`config.mk`:
```
export PLATFORM = sky130hd
export DESIGN_NAME = regbank_wb_arbiter
export DESIGN_NICKNAME = d
export VERILOG_FILES = /design/src/rtl/regbank_wb_arbiter.sv
export SDC_FILE = /design/constraint.sdc
export NUM_CORES = 1
export LEC_CHECK = 0
export BUFFER_PORTS_ARGS = -buffer_cell sky130_fd_sc_hd__buf_4
export CAP_MARGIN = 20
export CORE_MARGIN = 4
export CORE_UTILIZATION = 40
export CTS_BUF_LIST = sky130_fd_sc_hd__clkbuf_4 sky130_fd_sc_hd__clkbuf_8
export CTS_CLUSTER_DIAMETER = 80
export DETAILED_ROUTE_END_ITERATION = 10
export GPL_ROUTABILITY_DRIVEN = 1
export GPL_TIMING_DRIVEN = 0
export HOLD_SLACK_MARGIN = 0.12
export PLACE_DENSITY = 0.71
export SYNTH_ARGS = -nofsm -noshare
export SYNTH_HDL_FRONTEND = slang
export SYNTH_SLANG_ARGS = --single-unit
```
`constraint.sdc`:
```
create_clock -name clk -period 1.7 [get_ports clk]
set_input_delay 0 -clock clk [delete_from_list [all_inputs] [get_ports clk]]
set_output_delay 0 -clock clk [all_outputs]
set_load 0.005 [all_outputs]
```
`src/rtl/regbank_wb_arbiter.sv`:
```
// Write-port sequencer for the 16x32 register bank: round-robin arbitration of two
// writeback requesters, a registered write port and a pending-write scoreboard.
module regbank_wb_arbiter #(
  parameter int NREG = 16,
  parameter int AW   = 4,
  parameter int DW   = 32
) (
  input  logic            clk,
  input  logic            rst,
  input  logic            a_valid,
  input  logic [AW-1:0]   a_dest,
  input  logic [DW-1:0]   a_data,
  output logic            a_ready,
  input  logic            b_valid,
  input  logic [AW-1:0]   b_dest,
  input  logic [DW-1:0]   b_data,
  output logic            b_ready,
  output logic            rf_we,
  output logic [AW-1:0]   rf_dest,
  output logic [DW-1:0]   rf_din,
  input  logic            claim_valid,
  input  logic [AW-1:0]   claim_dest,
  output logic            claim_ok,
  input  logic [AW-1:0]   srcadd1,
  input  logic [AW-1:0]   srcadd2,
  output logic            busy1,
  output logic            busy2,
  output logic [NREG-1:0] pending
);

  typedef enum logic {PRI_A, PRI_B} pri_t;

  pri_t            pri_q, pri_d;
  logic            wr_acc;
  logic [AW-1:0]   wr_dest;
  logic [DW-1:0]   wr_data;
  logic [NREG-1:0] pend_d;

  always_ff @(posedge clk or posedge rst) begin
    if (rst) pri_q <= PRI_A;
    else     pri_q <= pri_d;
  end

  // The pointer moves to the requester that was not served, so contention alternates.
  always_comb begin
    a_ready = 1'b0;
    b_ready = 1'b0;
    pri_d   = pri_q;
    if (a_valid && (!b_valid || pri_q == PRI_A)) a_ready = 1'b1;
    else if (b_valid)                            b_ready = 1'b1;
    if (a_ready)      pri_d = PRI_B;
    else if (b_ready) pri_d = PRI_A;
  end

  assign wr_acc  = a_ready | b_ready;
  assign wr_dest = a_ready ? a_dest : b_dest;
  assign wr_data = a_ready ? a_data : b_data;

  always_ff @(posedge clk or posedge rst) begin
    if (rst) begin
      rf_we   <= 1'b0;
      rf_dest <= '0;
      rf_din  <= '0;
    end else begin
      rf_we <= wr_acc;
      if (wr_acc) begin
        rf_dest <= wr_dest;
        rf_din  <= wr_data;
      end
    end
  end

  assign claim_ok = claim_valid && !pending[claim_dest];

  // Set is applied after clear so a same-edge claim of the written register wins.
  always_comb begin
    pend_d = pending;
    if (wr_acc)   pend_d[wr_dest]    = 1'b0;
    if (claim_ok) pend_d[claim_dest] = 1'b1;
  end

  always_ff @(posedge clk or posedge rst) begin
    if (rst) pending <= '0;
    else     pending <= pend_d;
  end

  assign busy1 = pending[srcadd1];
  assign busy2 = pending[srcadd2];

endmodule

```
==> results of run 1 <==
==> layout make-up <==
cell class | instances | area (µm²) | share of cell area (%)
buffer | 15 | 91.3 | 1.75
clock buffer | 6 | 76.3 | 1.46
clock inverter | 2 | 37.5 | 0.719
multi-input combinational | 219 | 1540 | 29.5
inverter | 3 | 11.3 | 0.216
sequential | 54 | 1360 | 26.0
tap | 99 | 124 | 2.37
timing repair buffer | 237 | 1990 | 38.0
==> cells by family (layout without fill, tap and decap cells) <==
group           Yosys count  count (layout)  synth area share, %
compound gates           61              61                 11.6
flops                    54              54                 45.5
simple gates            109             109                 16.8
buf+inv                  18             263                 3.16
mux                      49              49                 22.9
==> worst max-delay path: cells and delay by family, from the launching register on <==
family / cells / cell delay [ns]
multiplexers: 2 / 1.00
flip-flops: 1 / 0.45
buffers and inverters: 1 / 0.13
==> final timing paths <==
check / slack (ns) / to / from / cells past startpoint
max: -0.19 / busy1 / pending[11] / 3
min: 0.13 / pending[8] / claim_dest[0] / 5
max reg2reg: 0.11 / pending[5] / pri_q / 5
min reg2reg: 0.54 / pending[6] / pending[6] / 1
max in group asynchronous: 0.88 / pending[6] / rst / 4
min in group asynchronous: 0.24 / rf_din[11] / rst / 3
==> per-stage QoR <==
step	util [%]	std cells	setup TNS (ns)
3_5_place_dp	58.0	537	0
2_1_floorplan	-	291	0
6_report	72.0	635	-0.466
5_1_grt	72.0	635	-0.620
3_3_place_gp	57.8	536	-17.18
4_1_cts	71.6	635	-0.480
==> where the power goes <==
group | switching (W) | internal, W | leakage, nW | total (W)
Clock | 0.000442 | 0.000456 | 0.0548 | 0.000898
Sequential | 0.000311 | 0.00157 | 0.632 | 0.00188
Combinational | 0.000724 | 0.00127 | 1.76 | 0.00199
==> repair_timing <==
| action | CTS | global route |
|---|---|---|
| pin swaps | 1 | 0 |
| hold buffers | 75 | 0 |
| endpoints found under the hold margin | 101 | 0 |
| resized for setup | 5 | 13 |
| endpoints found under the setup margin | 3 | 22 |
| buffers inserted | 15 | 0 |
==> cells in the final DEF (no fill, tap or decap), drive strengths merged, types with 3 or more instances in the layout <==
master,netlist,routed
nor2,36,36
nand3b,7,7
mux4,14,14
clkbuf,3,10
nand3,4,4
dfrtp,54,54
o21ai,32,32
inv,3,3
nand2,43,43
dlygate4sd3,0,75
buf,12,173
mux2i,35,35
nor3,4,4
a31oi,17,17
a21oi,7,7
==> state kept, by name (all words and copies together), names as in the netlist <==
name,flops
pending,16
pri_q,1
rf_dest,4
rf_din,32
rf_we,1
==> metal layers <==
layer  global-route usage (%)  up-vias  part of all wire [%]
li1                         -     1541                     -
met1                     27.6     1637                    37
met2                     45.5      164                    50
met3                     7.85       25                   9.7
met4                     9.75        0                   3.1
met5                        0        -                     0
==> out/metrics.csv, run 1 <==
stage,metric,value,unit
outcome,status,"finished, violations left",
outcome,violations,negative setup slack,
setup_path,path_cells,"mux4_2, mux4_2, buf_6",
setup_path,critical_path_arrival,1.89,ns
placement,gp_congestion,0.841,
sta,finalWorstSetupSlack,-0.195,ns
yosys,synth-main-ff-cell,dfrtp_1,
floorplan,dieArea,8870,µm²
setup_path,cpPeakStageDelay,0.52,ns
yosys,yosysWarnings,0,
pwr,leakage,2.45,nW
sta,fin_worst_skew,0.0112,ns
sta,hold_ws,0.132,ns
job,drv_cap,0,
yosys,seq_area_frac_synth,45.5,%
detailed_routing,viasPerCell,5.30,
sta,drv_slew,0,
cts,cts_sinks,54,
grt,grtUsageTotal,25.3,%
placement,io_buffers,146,
sta,fin_crit_sh,111,%
detailed_routing,vias,3367,
setup_path,crit_path_end_kind,primary output,
sta,clock.fmax,528,MHz
yosys,synth_top_area_share,45.5,%
yosys,ys_async_sr_fraction,100,%
yosys,syn_avg_cell_area,10.2,µm²
cts,cts.reportedPaths.clkPinSlew,0.10,ns
yosys,yosysMostFrequentCell,dfrtp_1,
grt,grt-ovfl-total,0,
floorplan,start_util,41.0,%
grt,antenna_found_initial,0,
grt,grt_pass1_wl,17.7,mm
pwr,power.total,0.00477,W
placement,pre_cts_ws,0.0249,ns
detailed_routing,wl,10.8,mm
min_path,hold_path.class,input port to flip-flop,
floorplan,fp.dieW,94.2,µm
layout,final_nets,624,
cts,cts-root-buf,clkbuf_8,
yosys,synth_area,2970,µm²
detailed_routing,wire_per_inst,17.0,µm
cts,clk_path_buf_depth,2,
sta,layout_min_cycle_time,1.89,ns
detailed_routing,firstDrtPassIters,4,
yosys,ys_types,32,
cts,cts_made_buffers,5,
yosys,synth_area_leader_cell,dfrtp_1,
sta,worstMarginPinSlew,0.486,ns
setup_path,path_class,flip-flop to primary output,
floorplan,core,7250,µm²
yosys,syn-num-nets,380,
floorplan,die_h,94.2,µm
pwr,power_density,914,nW/µm²
floorplan,fp-row-count,31,
placement,place_area,4210,µm²
sta,setup_violations,3,
detailed_routing,drtIter0Drc,124,
layout,area.growth.synth_to_final,75.9,%
layout,diodes,0,
sta,maxSlewHeadroom,67.3,%
setup_path,cp_common_cell,mux4_2,
layout,layout-drive-gt1-share,38.8,%
yosys,synthTopCellsByCount,"dfrtp_1 (54), nand2_1 (43), nor2_1 (36)",
yosys,synth_area_leaders,"dfrtp_1 (45%), mux2i_1 (12%), mux4_2 (7.6%)",
detailed_routing,antenna_left,0,
placement,dp_hpwl,7.03,mm
floorplan,top_level_ports,147,
layout,final_area,5220,µm²
cts,clk_latency,0.32,ns
setup_path,crit_required,1.70,ns
detailed_routing,drc_errors,0,
setup_path,start_kind,flip-flop,
setup_path,path_max_fanout,5,
setup_path,critPathSlowestCell,mux4_2,
yosys,synth_edf_count,0,
grt,grt_pass1_vias,3670,
pwr,vdd_drop_max,0.000394,V
layout,fillers,513,
yosys,synth_cells,291,
cts,h-tree-depth,2,
sta,grt_setup_unrepaired,yes,
yosys,ys_ff_latch,54,
sta,hold_viol_final,0,
grt,grt_start_max_net_pins,39,
cts,cts_tree,yes,
Note: power is estimated with default switching activity, not from simulation.
==> run 2: changes to the inputs <==
- PLACE_DENSITY: 0.71 -> 0.74
- clock period: 1.7 -> 1.6 ns (I/O delays scaled with it)
==> run 2 against run 1 <==
The run still ends with negative setup slack left. Register-to-register slack worse by 0.04 ns. Total power rose by 8.7%. Die area is the same. Final cell count rose by 2.0%. Clock power decreased by 8.4%. Final area up 2.4%. Sequential share of layout area shrank 0.56 points. Sequential power is 6% higher. Largest cell class unchanged. Highest routed layer unchanged.
==> out/metrics.csv, run 2 (synthesis results as in run 1) <==
stage,metric,value,unit
layout,area.growth.synth_to_final,80.0,%
floorplan,fp.dieW,94.2,µm
setup_path,critPathBufInv,1,
setup_path,path_cells,"mux4_2, mux4_2, buf_6",
sta,fin_crit_sh,117,%
cts,h-tree-depth,2,
layout,diodes,0,
cts,cts.reportedPaths.clkPinSlew,0.10,ns
grt,grtUsageTotal,25.4,%
layout,reg.largest.list,"rf_din: 32 flops, pending: 16 flops, rf_dest: 4 flops",
outcome,violations,negative setup slack,
placement,dp_hpwl,7.23,mm
placement,pre_cts_ws,-0.0975,ns
sta,hold_ws,0.127,ns
layout,layout-drive-gt1-share,41.7,%
outcome,status,"finished, violations left",
setup_path,critPathSlowestCell,mux4_2,
placement,io_buffers,146,
min_path,hold_path.class,input port to flip-flop,
pwr,power.total,0.00519,W
cts,cts-root-buf,clkbuf_8,
grt,grt_pass1_wl,17.7,mm
sta,hold_viol_final,0,
placement,gp_congestion,0.806,
setup_path,crit_required,1.60,ns
sta,setup_violations,3,
grt,grt_use_met2,43.9,%
cts,cts_made_buffers,5,
sta,clock.fmax,535,MHz
detailed_routing,vias,3449,
detailed_routing,firstDrtPassIters,5,
layout,mostFrequentLayoutCells,"buf_4 (174), dlygate4sd3_1 (75), dfrtp_1 (47)",
sta,fin_worst_skew,0.0106,ns
floorplan,core,7250,µm²
floorplan,die_h,94.2,µm
setup_path,crit_path_end_kind,primary output,
sta,maxSlewHeadroom,70.7,%
setup_path,cpPeakStageDelay,0.51,ns
setup_path,path_max_fanout,5,
sta,layout_min_cycle_time,1.87,ns
sta,fin_setup_tns,-0.726,ns
detailed_routing,drc_errors,0,
floorplan,top_level_ports,147,
grt,grt_pass1_vias,3708,
layout,final_util,73.7,%
layout,mostFrequentLayoutCell,buf_4,
job,drv_cap,0,
floorplan,start_util,41.0,%
layout,final_nets,637,
detailed_routing,wire_per_inst,17.4,µm
floorplan,fp-row-count,31,
grt,grt_use_met3,6.65,%
setup_path,cp_common_cell,mux4_2,
cts,cts_tree,yes,
sta,grt_setup_unrepaired,yes,
setup_path,path_class,flip-flop to primary output,
cts,cts_sinks,54,
setup_path,start_kind,flip-flop,
setup_path,worst_path_dominant_cell_family,multiplexers,
grt,met1_usage,29.5,%
layout,largest_register,rf_din,
grt,grt_start_max_net_pins,37,
sta,drv_slew,0,
grt,grt-ovfl-total,0,
grt,antenna_found_initial,0,
detailed_routing,drtIter0Drc,162,
cts,clk_latency,0.32,ns
detailed_routing,antenna_left,0,
sta,finalWorstSetupSlack,-0.270,ns
layout,largest_register_ff_count,32,
setup_path,critical_path_arrival,1.87,ns
pwr,leakage,2.51,nW
sta,worstMarginPinSlew,0.437,ns
detailed_routing,viasPerCell,5.32,
cts,clk_path_buf_depth,2,
detailed_routing,wl,11.2,mm
grt,busiest_layer,met2,
pwr,power_density,970,nW/µm²
floorplan,dieArea,8870,µm²
pwr,vdd_drop_max,0.000437,V
run 2: changes by cell type in the layout (fill, tap and decap cells not counted), sizes merged:
cell and change:
buf +14, bufinv -1, clkinvlp -1, clkinv +2, clkbuf -1
run 2: power by group:
group | internal, W | leakage, nW | switching (W)
Clock | 0.000357 | 0.0514 | 0.000466
Combinational | 0.00151 | 1.83 | 0.000855
Sequential | 0.00168 | 0.630 | 0.000323
run 2: area by class of cell:
cell class                      instances  area [µm²]
Buffer                                 15        95.1
Clock buffer                            6        82.6
Clock inverter                          2        17.5
Fill cell                             477        1910
Inverter                                3        11.3
Multi-Input combinational cell        219        1570
Sequential cell                        54        1360
Tap cell                               99         124
Timing Repair Buffer                  250        2080
run 2: repair_timing:
item | CTS | global route
setup endpoints to repair | 13 | 34
hold endpoints to repair | 101 | 0
pin swaps | 1 | 2
resized for setup | 16 | 12
setup buffers | 19 | 9
hold buffers | 75 | 0
run 2: metrics by stage:
step | instance area [µm²] | std cells
floorplan | 2970 | 291
global placement | 4190 | 536
detailed placement | 4210 | 537
CTS | 5230 | 639
global route | 5350 | 648
finish | 5350 | 648
run 2: layer usage:
layer,share of wire (%),up-vias
li1,-,1569
met1,39,1659
met2,49,183
met3,8.5,38
met4,3.6,0
met5,0,-
run 2: worst paths after layout:
| check | startpoint | end | slack [ns] | cells past startpoint |
|---|---|---|---|---|
| setup / recovery | pending[11] | busy1 | -0.27 | 3 |
| hold / removal | claim_dest[0] | pending[0] | 0.13 | 5 |
| setup reg to reg | pri_q | rf_din[16] | 0.07 | 7 |
| hold reg to reg | pending[1] | pending[1] | 0.54 | 1 |
| max in group asynchronous | rst | pending[15] | 0.80 | 4 |
| min in group asynchronous | rst | rf_din[16] | 0.24 | 3 |
run 2: worst register-to-register path, stage by stage, from the launching register on:
cell and delay (ns):
dfrtp_1 0.39, a21bo_2 0.23, inv_2 0.13, buf_6 0.16, buf_4 0.18, buf_4 0.19
nand2_1 0.08, o21ai_0 0.09
